### src/rtl/freq_meter_pkg.sv
// freq_meter_pkg: state encoding, default parameters and a clog2 helper
// shared by the gated frequency counter.
package freq_meter_pkg;

    typedef enum logic [1:0] {
        IDLE    = 2'd0,
        MEASURE = 2'd1,
        DONE    = 2'd2
    } state_t;

    localparam int unsigned GATE_CYCLES_DEF = 32'd33554432;
    localparam int          CNT_W_DEF       = 24;

    // Bits needed to hold 0..v-1, never less than one.
    function automatic int clog2(input longint unsigned v);
        int r;
        r = 0;
        while ((64'd1 << r) < v) r++;
        return (r < 1) ? 1 : r;
    endfunction

endpackage

### src/rtl/freq_meter_sync_rise.sv
// sync_rise: 2-FF synchronizer for an asynchronous input followed by a
// rising-edge detector, reusable for any asynchronous board input.
module sync_rise (
    input  logic fcrystal,
    input  logic rst_n,
    input  logic d,
    output logic rise
);

    logic s0, s1, prev;

    always_ff @(posedge fcrystal or negedge rst_n) begin
        if (!rst_n) begin
            s0   <= 1'b0;
            s1   <= 1'b0;
            prev <= 1'b0;
        end else begin
            s0   <= d;
            s1   <= s0;
            prev <= s1;
        end
    end

    assign rise = s1 & ~prev;

endmodule

### src/rtl/freq_meter.sv
// freq_meter: counts rising edges of fin over GATE_CYCLES fcrystal cycles
// and reports the saturated count with a one-cycle done strobe.
module freq_meter
    import freq_meter_pkg::*;
#(
    parameter int unsigned GATE_CYCLES = GATE_CYCLES_DEF,
    parameter int          CNT_W       = CNT_W_DEF
) (
    input  logic             fcrystal,
    input  logic             rst_n,
    input  logic             fin,
    input  logic             start,
    output logic             busy,
    output logic             done,
    output logic [CNT_W-1:0] count,
    output logic             ovf
);

    localparam int              GW   = clog2(64'(GATE_CYCLES));
    localparam logic [GW-1:0]   LAST = GW'(GATE_CYCLES - 1);
    localparam logic [CNT_W-1:0] MAX = '1;

    state_t           state;
    logic [GW-1:0]    gate;
    logic [CNT_W-1:0] edges, edges_nxt;
    logic             ovf_int, ovf_nxt, rise, sat;

    sync_rise u_sync (
        .fcrystal(fcrystal),
        .rst_n   (rst_n),
        .d       (fin),
        .rise    (rise)
    );

    assign sat       = edges == MAX;
    assign edges_nxt = (rise && !sat) ? edges + CNT_W'(1) : edges;
    assign ovf_nxt   = ovf_int | (rise & sat);

    // The last gate cycle's rise is folded into count/ovf so they are valid alongside done.
    always_ff @(posedge fcrystal or negedge rst_n) begin
        if (!rst_n) begin
            state   <= IDLE;
            gate    <= '0;
            edges   <= '0;
            ovf_int <= 1'b0;
            busy    <= 1'b0;
            done    <= 1'b0;
            count   <= '0;
            ovf     <= 1'b0;
        end else begin
            done <= 1'b0;
            case (state)
                IDLE: if (start) begin
                    state   <= MEASURE;
                    gate    <= '0;
                    edges   <= '0;
                    ovf_int <= 1'b0;
                    busy    <= 1'b1;
                end
                MEASURE: begin
                    gate    <= gate + GW'(1);
                    edges   <= edges_nxt;
                    ovf_int <= ovf_nxt;
                    if (gate == LAST) begin
                        state <= DONE;
                        done  <= 1'b1;
                        count <= edges_nxt;
                        ovf   <= ovf_nxt;
                    end
                end
                DONE: begin
                    state <= IDLE;
                    busy  <= 1'b0;
                end
                default: begin
                    state <= IDLE;
                    busy  <= 1'b0;
                end
            endcase
        end
    end

endmodule

### config.mk
export PLATFORM = sky130hd
export DESIGN_NAME = freq_meter
export DESIGN_NICKNAME = d
export VERILOG_FILES = /design/src/rtl/freq_meter_pkg.sv /design/src/rtl/freq_meter_sync_rise.sv /design/src/rtl/freq_meter.sv
export SDC_FILE = /design/constraint.sdc
export NUM_CORES = 1
export LEC_CHECK = 0
export ABC_AREA = 1
export ABC_CLOCK_PERIOD_IN_PS = 1700
export BUFFER_PORTS_ARGS = -buffer_cell sky130_fd_sc_hd__buf_2
export CORE_ASPECT_RATIO = 1.5
export CORE_MARGIN = 2
export CORE_UTILIZATION = 55
export CTS_BUF_LIST = sky130_fd_sc_hd__clkbuf_4 sky130_fd_sc_hd__clkbuf_8 sky130_fd_sc_hd__clkbuf_16
export DETAILED_ROUTE_END_ITERATION = 8
export GPL_ROUTABILITY_DRIVEN = 0
export HOLD_SLACK_MARGIN = 0.15
export PLACE_DENSITY = 0.76
export SLEW_MARGIN = 5
export SYNTH_ARGS = -nofsm -noshare
export SYNTH_HDL_FRONTEND = slang
export SYNTH_SLANG_ARGS = --single-unit
### constraint.sdc
create_clock -name fcrystal -period 1.7 [get_ports fcrystal]
set_input_delay 0.085 -clock fcrystal [delete_from_list [all_inputs] [get_ports fcrystal]]
set_output_delay 0.085 -clock fcrystal [all_outputs]
set_load 0.01 [all_outputs]
Word-level counts from Yosys, hierarchy flattened
Index checks and enable logic that the tools add are counted.
W data, S select, Z words.
Word-level totals
  register bits: 82
  output and inout port bits: 27
  word-level logic and storage cells: 45
Cells by class
  $add $sub $neg: 2
  equal/unequal tests: 5
  muxes and demuxes: 14
  bitwise operators: 5
  reductions and logical operators: 8
Operator list (count)
  $pmux W25 S2: 1
  $mux W24: 2
  $pmux W24 S2: 1
  $add A25 B1 Y25 const B: 1
  $eq A25 B25 Y1 const B: 1
  $mux W25: 1
  $add A24 B1 Y24 const B: 1
  $eq A24 B24 Y1 const B: 1
  $reduce_and A2 Y1: 4
  $mux W1: 4
  $mux W2: 2
  $ne A2 B2 Y1 const B: 2
  $pmux W1 S2: 2
  $pmux W2 S2: 1
  $and A1 B1 Y1: 2
  $eq A2 B1 Y1 const B: 1
  $logic_not A2 Y1: 1
  $not A1 Y1: 2
  $reduce_bool A2 Y1: 1
  $logic_and A1 B1 Y1: 1
  $logic_not A1 Y1: 1
  $or A1 B1 Y1: 1

Depth between registers and ports, before layout
  depth after elaboration: 5
  gate-level depth with buffers: 13

Hierarchy
From an unflattened synthesis, not the netlist that was laid out.
Unflattened totals
  cell total of the unflattened synthesis: 609
  area total of the unflattened synthesis: 4563.1 um^2
Modules (own cells, without submodules)
  freq_meter: times used 1, cells an instance 604, area an instance 4478.0 um^2, sequential area each 1976.9 um^2
  sync_rise: times used 1, cells an instance 5, area an instance 85.1 um^2, sequential area each 75.1 um^2

Least setup slack after synthesis
OpenSTA, ideal clock, no wires.
  kind: register -> register
  from: register edges[0]
  to: register edges[16]
  setup time: 0.116 ns
  arrival time: 1.568 ns
  required time: 1.584 ns
  path slack: 0.016 ns
  cell stages (with the launch flop): 14
  buffers on the path: 1
  period minus slack after synthesis: 1.684 ns
  path through: dfrtp_1 > ha_1 > inv_1 > nor2_4 > nand2_4 > nor2_4 > nand2_4 > nand2_8 > inv_4 > buf_12 > nand2_2 > nand2_2 > nand2_1 > nand2_1
Between the ends
  word-level cells in the longest chain between the ends: 5
RTL lines
  start: declaration: RTL line freq_meter.sv:25  | logic [CNT_W-1:0] edges, edges_nxt;
  start signal: assignment: RTL line freq_meter.sv:62  | edges <= edges_nxt;
  branches (longest 3 deep; another with $add A24 B1 Y24)
  $mux W24 (*): RTL line freq_meter.sv:36  | assign edges_nxt = (rise && !sat) ? edges + CNT_W'(1) : edges;
  $pmux W24 S2 (*): RTL line freq_meter.sv:52  | case (state)
Every way passes the cells marked *.
A chain may end at the register's enable or synchronous reset.

Worst setup path after layout
  from: register edges[5]
  to: register edges[3]
Between the ends
  word-level cells in the longest chain between the ends: 5
RTL lines
  $eq A24 B24 Y1: RTL line freq_meter.sv:35  | assign sat = edges == MAX;
  $logic_not A1 Y1: RTL line freq_meter.sv:36
  $logic_and A1 B1 Y1: RTL line freq_meter.sv:36
  $mux W24: RTL line freq_meter.sv:36
  $pmux W24 S2: RTL line freq_meter.sv:52
Every way passes these cells.

==> results.toml <==
[run_status]
status = "finished clean"

[grt]
grt_pass1_vias = 4391
grt_max_degree = 46
track_usage = 0.275
antenna_found_initial = 0
gr-total-overflow = 0
grt_pass1_wl_mm = 19.3

[timing]
finalCritPeriodShare = 0.992
setup_ws_ns = 0.0130
fmax_mhz = 593
maxSlewHeadroom = 0.655
fin_crit_ns = 1.69
drv_slew = 0
setup_viol = 0
worst_pin_slew_ns = 0.515
rsz0062_at_grt = "true"
hold_viol = 0
fin_worst_skew_ns = 0.00745

[synthesis]
yosysSeqAreaShare = 0.455
syn_area_per_cell_um2 = 7.52
synth_fp_nets = 606
syn_area_um2 = 4510
synth_warnings = 0
async_reset_ff_frac = 1.00
synth_ff_type = "dfrtp_1"
synth_edf_count = 0
ys_types = 35
syn_inst = 600
synth_seq_cells = 82

[setup_path]
cp.depth = 11
critPathKind = "flip-flop to flip-flop"
path_cells = "nand2_2 > nor2_4 > nand2_4 > nor2_4 > nand2_4 > nand2_8 > buf_12 > nand2_2 > nand2_2 > nand2_1 > nand2_1"
crit_slowest_cell = "dfrtp_1"
ff2ff_path_depth = 11
worstPathArrival_ns = 1.97
cp_num_buf_inv = 1
max_stage_delay_ns = 0.49
cpMostUsedCell = "nand2_2"
cp.required_ns = 1.98
path_delay_family = "simple AND/OR/NAND/NOR gates"
cp_max_fo = 8
cp-start-kind = "flip-flop"
cp-end-kind = "flip-flop"

[clock_network]
numCtsBuffers = 9
cts_buffer_depth = 2
tritoncts = "yes"
worst_skew_pair.late_latency_ns = 0.34
root_buffer = "clkbuf_16"
h-tree-depth = 3
cts.clk_slew.worst_paths_ns = 0.06
cts_sinks = 82

[placement]
post-dp-hpwl_mm = 7.97
port_buffers = 30
dp_cells = 761
place_ws_ns = -0.0320

[route]
drt_iter0_drc = 371
via_per_inst = 5.44
dr.pass1.iters = 7
drc = 0
routed_wl_mm = 11.9
wire_per_inst_um = 15.0
via_count = 4319
ant_nets = 0

[floorplanning]
rows = 40
pin_count = 31
coreArea_um2 = 8010
fp.dieW_um = 78.0
die_area_um2 = 8960
fp.dieH_um = 115
initial_utilization = 0.564

[pwr]
p_per_area_nw_per_um2 = 727
p_leak_nw = 3.17
irDropWorstVdd_mv = 0.500

[finish]
antenna-diode-count = 0
layout-drive-gt1-share = 0.295
area_growth_pct = 27.4
final_nets = 691
fillers = 606
final_util = 0.718
fin_cells = 794

[min_path]
min_path_cells = 4
min_path_type = "input port to flip-flop"

[run]
cap_violations = 0
repair_timing:
item,4_1_cts,5_1_grt
setup endpoints to repair,9,58
cloned,0,1
hold buffers,3,0
setup buffers,3,11
hold endpoints to repair,83,0
pin swaps,1,30
resized for setup,4,74
layout by cell type, fill, tap and decap left out, types with 3 or more instances in the layout:
master         Yosys  layout
nor3_1            12      10
o21ai_0           24      20
xor2_1             6       6
inv_2              5       8
buf_2              4      29
nand3b_1           7       7
nand2_2           24      47
nand3_2            0       5
buf_4              1      49
inv_1             49      46
nor2_4             5      10
o21ai_2            0       4
clkbuf_16          0       9
nor2_1            37      28
o21ai_1            4       4
nand2_1          232     207
dfrtp_2            0       3
nand4_1           10      10
nor3_2             2       3
nor2_2             5       9
nand2_4            2       5
xnor2_1            8       8
o22ai_1            4       4
dfrtp_1           82      79
buf_12             1       4
nand3_1           49      43
a21oi_1            7       7
dlygate4sd3_1      0       3
metrics by stage:
step                power (mW)  hold WS (ns)  TNS (ns)  instance area [µm²]
finish                    4.18         0.208         0                 5750
global route              4.30         0.233     -4.10                 5750
CTS                       4.20         0.198         0                 5450
detailed placement        2.06       -0.0573    -0.122                 5040
global placement          2.06       -0.0634         0                 5040
floorplan                 2.01        -0.211         0                 4510
final timing paths:
kind / from / endpoint / slack, ns
setup reg to reg: edges[5] / edges[3] / 0.01
setup / recovery: edges[5] / edges[3] / 0.01
hold / removal: start / busy / 0.21
hold reg to reg: u_sync.s0 / u_sync.s1 / 0.35
max in group asynchronous: rst_n / u_sync.prev / 0.53
min in group asynchronous: rst_n / edges[4] / 0.25
Yosys cell counts (5+ instances only):
master | n | area, µm²
a21oi_1 | 7 | 35.0
clkbuf_1 | 5 | 18.8
dfrtp_1 | 82 | 2050
inv_1 | 49 | 184
inv_2 | 5 | 18.8
nand2_1 | 232 | 871
nand2_2 | 24 | 150
nand3_1 | 49 | 245
nand3b_1 | 7 | 52.6
nand4_1 | 10 | 62.6
nor2_1 | 37 | 139
nor2_2 | 5 | 31.3
nor2_4 | 5 | 56.3
nor3_1 | 12 | 60.1
o21ai_0 | 24 | 120
xnor2_1 | 8 | 70.1
xor2_1 | 6 | 52.6
kinds of logic after synthesis:
logic type	after synthesis	synth area share
multiplexers	1	0.00222
flip-flops	82	0.455
AO/OA/AOI/OAI	42	0.0502
AND/OR/NAND/NOR	387	0.387
XOR/XNOR	14	0.0272
adder cells (fa/ha/maj)	2	0.00554
buffers and inverters	72	0.0729
layout make-up:
type	count	area, µm²	share of cell area
multi-input combinational	447	2340	0.406
tap	105	131	0.0228
inverter	56	223	0.0387
timing repair buffer	89	676	0.117
clock inverter	2	60.1	0.0104
clock buffer	13	268	0.0466
sequential	82	2060	0.357
worst min-delay path: stages:
cell and delay [ns]:
buf_2 0.08, nand3_1 0.09, buf_4 0.19, nand2_1 0.06
where the power goes:
part,internal [mW],total (mW),switching (mW)
clock,1.39,2.15,0.757
combinational,0.0191,0.0742,0.0551
sequential,1.96,1.96,0.00193
sequential cells by signal, indices dropped and copies added, names as in the netlist:
name and flops:
gate 25, u_sync.prev 1, ovf 1, done 1, busy 1, u_sync.s0 1
u_sync.s1 1, edges 24, state 2, ovf_int 1, count 24
routing by layer:
metal  vias to the layer above  wire [µm]  track usage
met2                       139       6500        0.505
met3                        52        509       0.0604
li1                       2067          -            -
met5                         -          0            0
met1                      2061       4430        0.290
met4                         0        479        0.151
No activity file was read; power rests on OpenSTA's default activity.
